$ cat src/rtl/neuron_mac_ctrl.sv
// neuron_mac_ctrl: sequences one neuron evaluation (bias + dot product, then activation) over a valid/ready stream.
// Define NEURON_RELU_EN for a ReLU activation; otherwise the activation is linear with unit derivative.
module neuron_mac_ctrl #(
    parameter int DW    = 32,
    parameter int LEN_W = 8
) (
    input  logic             clk,
    input  logic             rst_n,
    input  logic             start,
    input  logic [LEN_W-1:0] len,
    input  logic [DW-1:0]    bias,
    input  logic             clear,
    input  logic             in_valid,
    output logic             in_ready,
    input  logic [DW-1:0]    a_data,
    input  logic [DW-1:0]    b_data,
    output logic             out_valid,
    input  logic             out_ready,
    output logic [DW-1:0]    y,
    output logic             d,
    output logic             busy
);
    typedef enum logic [1:0] {IDLE, ACCUM, ACT, DONE} state_t;

    state_t           state_q, state_d;
    logic [DW-1:0]    acc_q, acc_d, y_q, y_d;
    logic [LEN_W-1:0] cnt_q, cnt_d, len_q, len_d;
    logic             d_q, d_d;
    logic [DW-1:0]    prod, act_y;
    logic             act_d;

    // Truncated two's-complement product: low DW bits are sign-agnostic.
    assign prod = a_data * b_data;

`ifdef NEURON_RELU_EN
    assign act_y = acc_q[DW-1] ? '0 : acc_q;
    assign act_d = !acc_q[DW-1] && (acc_q != '0);
`else
    assign act_y = acc_q;
    assign act_d = 1'b1;
`endif

    always_comb begin
        state_d = state_q;
        acc_d   = acc_q;
        cnt_d   = cnt_q;
        len_d   = len_q;
        y_d     = y_q;
        d_d     = d_q;
        if (clear) begin
            state_d = IDLE;
        end else begin
            case (state_q)
                IDLE: if (start) begin
                    len_d   = len;
                    cnt_d   = '0;
                    acc_d   = bias;
                    state_d = (len != '0) ? ACCUM : ACT;
                end
                ACCUM: if (in_valid) begin
                    acc_d   = acc_q + prod;
                    cnt_d   = cnt_q + LEN_W'(1);
                    state_d = (cnt_q == len_q - LEN_W'(1)) ? ACT : ACCUM;
                end
                ACT: begin
                    y_d     = act_y;
                    d_d     = act_d;
                    state_d = DONE;
                end
                DONE: if (out_ready) state_d = IDLE;
                default: state_d = IDLE;
            endcase
        end
    end

    always_ff @(posedge clk or negedge rst_n) begin
        if (!rst_n) begin
            state_q <= IDLE;
            acc_q   <= '0;
            cnt_q   <= '0;
            len_q   <= '0;
            y_q     <= '0;
            d_q     <= 1'b0;
        end else begin
            state_q <= state_d;
            acc_q   <= acc_d;
            cnt_q   <= cnt_d;
            len_q   <= len_d;
            y_q     <= y_d;
            d_q     <= d_d;
        end
    end

    assign in_ready  = (state_q == ACCUM);
    assign out_valid = (state_q == DONE);
    assign busy      = (state_q != IDLE);
    assign y         = y_q;
    assign d         = d_q;
endmodule

$ cat config.mk
export PLATFORM = sky130hd
export DESIGN_NAME = neuron_mac_ctrl
export DESIGN_NICKNAME = d
export VERILOG_FILES = /design/src/rtl/neuron_mac_ctrl.sv
export SDC_FILE = /design/constraint.sdc
export NUM_CORES = 1
export LEC_CHECK = 0
export CAP_MARGIN = 30
export CELL_PAD_IN_SITES_DETAIL_PLACEMENT = 1
export CELL_PAD_IN_SITES_GLOBAL_PLACEMENT = 2
export CORE_MARGIN = 5
export CORE_UTILIZATION = 43
export CTS_CLUSTER_SIZE = 25
export DETAILED_ROUTE_END_ITERATION = 10
export PLACE_DENSITY_LB_ADDON = 0.08
export SETUP_SLACK_MARGIN = 0.5
export SLEW_MARGIN = 20
export SYNTH_ARGS = -nofsm -noshare
export SYNTH_HDL_FRONTEND = slang
export SYNTH_SLANG_ARGS = --single-unit
$ cat constraint.sdc
create_clock -name clk -period 15.15 [get_ports clk]
set_input_delay 1.515 -clock clk [delete_from_list [all_inputs] [get_ports clk]]
set_output_delay 1.515 -clock clk [all_outputs]
set_load 0.02 [all_outputs]
==> flow_summary.ini <==
[timing]
fmax_mhz = 111
rsz0062_at_grt = no
post-route-period-util_pct = 59.4
skew_ns = 0.00679
final_max_slew_viol_count = 0
setup_viol = 0
finalSetupTns_ns = 0
max_slew_margin_pct = 35.6
finalCriticalPeriod_ns = 9.00
finalHoldViolations = 0
tightest_slew_ns = 0.962

[clocking]
cts_tree = done
cts_hold_buf = 0
h-tree-depth = 3
clk_path_buf_depth = 2
cts.sinks = 83
cts_buffers = 9
clk_pin_slew_ns = 0.07
post_cts_resized = 0
worst_skew_pair.late_latency_ns = 0.36
cts-root-buf = clkbuf_16
post-cts-setup-buffers = 0

[floorplan]
io_pins = 146
die_h_um = 227
dieArea_um2 = 51600
dieWidth_um = 227
core_um2 = 46600
fp-row-count = 79
start_util_pct = 43.6

[global_route]
first_global_vias = 17300
grt_max_degree = 45
grt_pass1_wl_mm = 97.1
grt_overflow = 0
antenna_found_initial = 1
grt_usage_pct = 24.4

[synthesis]
synth_area_leaders = fa_1 43%, dfrtp_1 10%, and2_1 9.8%
dominantRegCellSynth = dfrtp_1
synth_most_common_cell = inv_1
synth_edf_count = 0
ys_types = 50
ys_seq_elements = 83
avgSynthCellArea_um2 = 9.32
yosysSeqAreaShare_pct = 10.2
yosys.area.top_type = fa_1
ys_top_cells_by_count = 490 x inv_1, 438 x fa_1, 319 x and2_1
synthCells = 2175
syn-num-nets = 2849
yosysWarningCount = 0
synth_area_um2 = 20300
synth_top_area_share_pct = 43.2
async_flop_share_pct = 100

[worst_setup_path]
critPathBufInv = 7
crit_arrival_ns = 9.26
critical_path.slowest_cell = clkdlybuf4s50_1
end_kind = flip-flop
cp-start-kind = input pin
crit_path_frequent_cell = fa_1
worstPathMaxFanout = 20
critical_path_class = in2reg
critPathMaxStageDelay_ns = 1.07
critical_path.top_delay_family = adder cells
required_ns = 15.41

[cells_and_area]
layout.nets = 2929
drive_gt1_share_pct = 4.16
area_growth_pct = 11.6

[detailed_routing]
drt_iter0_markers = 511
detail_route.wl_per_cell_um = 20.9
ant_nets = 0
routed_via_density = 5.11
drtPass1Iterations = 5
num_vias = 14600
drt-total-wl_mm = 59.9
drc_errors = 0

[outcome]
status = finished clean

[hold_path]
hp-class = reg2reg

[placed_design]
hpwl_mm = 48.7
io_buffers = 145
gp_congestion = 0.829

[flow_run]
maxCapViolations = 0
-- state kept, by name, summed over array words and instances, names as in the netlist --
name and count:
d 1, cnt_q 8, len_q 8, y 32, acc_q 32, state_q 2
-- final cells by class --
type | instances | area [um2]
clock inverters | 3 | 22.5
diodes | 1 | 2.50
fillers | 5330 | 23900
well taps | 607 | 759
repair buffers | 174 | 1690
multi-input cells | 1495 | 16000
clock buffers | 12 | 256
inverters | 492 | 1850
flip-flops and latches | 83 | 2080
-- kinds of logic after synthesis --
kind of cell	synth area share (%)
AOI/OAI and AO/OA	4.57
adders and majority gates	51.0
buffers and inverters	11.1
muxes	2.50
xor gates and xnor gates	4.28
DFF	10.2
and+or+nand+nor	16.3
-- stage by stage --
step / std cells / utilization, % / hold WS, ns / worst slack [ns] / instance area (um2)
after floorplan: 2175 / - / 0.472 / 7.01 / 20300
after global placement: 2849 / 47.9 / 0.454 / 5.80 / 22300
after detailed placement: 2851 / 48.0 / 0.473 / 5.79 / 22300
after CTS: 2866 / 48.6 / 0.498 / 6.16 / 22600
after global routing: 2866 / 48.6 / 0.518 / 5.88 / 22600
final: 2867 / 48.6 / 0.496 / 6.15 / 22600
-- cell usage in the layout (no fill, tap or decap), types with 4 or more instances in the layout --
cell / Yosys / routed
a211oi_1: 5 / 5
a21o_1: 16 / 16
a21oi_1: 32 / 32
a31oi_1: 13 / 13
and2_1: 319 / 319
and3_1: 5 / 5
buf_4: 0 / 28
clkbuf_16: 0 / 9
clkdlybuf4s50_1: 0 / 143
dfrtp_1: 83 / 83
fa_1: 438 / 438
ha_1: 126 / 126
inv_1: 490 / 490
mux2_2: 38 / 38
mux2i_1: 8 / 8
nand2_1: 257 / 257
nand3_1: 7 / 7
nand4_1: 5 / 5
nor2_1: 29 / 29
nor3_1: 8 / 7
o211ai_1: 4 / 4
o21a_1: 4 / 4
o21ai_0: 16 / 16
o21ai_1: 18 / 18
o221ai_1: 9 / 9
or3_1: 4 / 4
xnor2_1: 73 / 73
xor2_1: 26 / 26
-- worst paths after layout --
kind | from | cells after the start | slack (ns) | end
worst max register to register | acc_q[18]$_DFFE_PN0P_ | 24 | 8.05 | acc_q[31]$_DFFE_PN0P_
worst max-delay path | a_data[12] | 26 | 6.15 | acc_q[31]$_DFFE_PN0P_
min in group asynchronous | rst_n | 1 | 1.15 | len_q[5]$_DFFE_PN0P_
worst min-delay path | d$_DFFE_PN0P_ | 1 | 0.50 | d$_DFFE_PN0P_
worst min register to register | d$_DFFE_PN0P_ | 1 | 0.50 | d$_DFFE_PN0P_
max in group asynchronous | rst_n | 2 | 13.38 | y[16]$_DFFE_PN0P_
-- metal layers --
layer	wire length (um)	global-route usage [%]	vias to the layer above	part of all wire [%]
met5	0	0	-	0
met4	895	3.90	0	1.5
met3	1940	3.00	49	3.2
met2	31000	43.5	226	52
met1	26000	32.8	7828	43
li1	-	-	6538	-
Power is not shown: default switching activity piles up to over one toggle a cycle in this logic, so the estimate is an artifact.
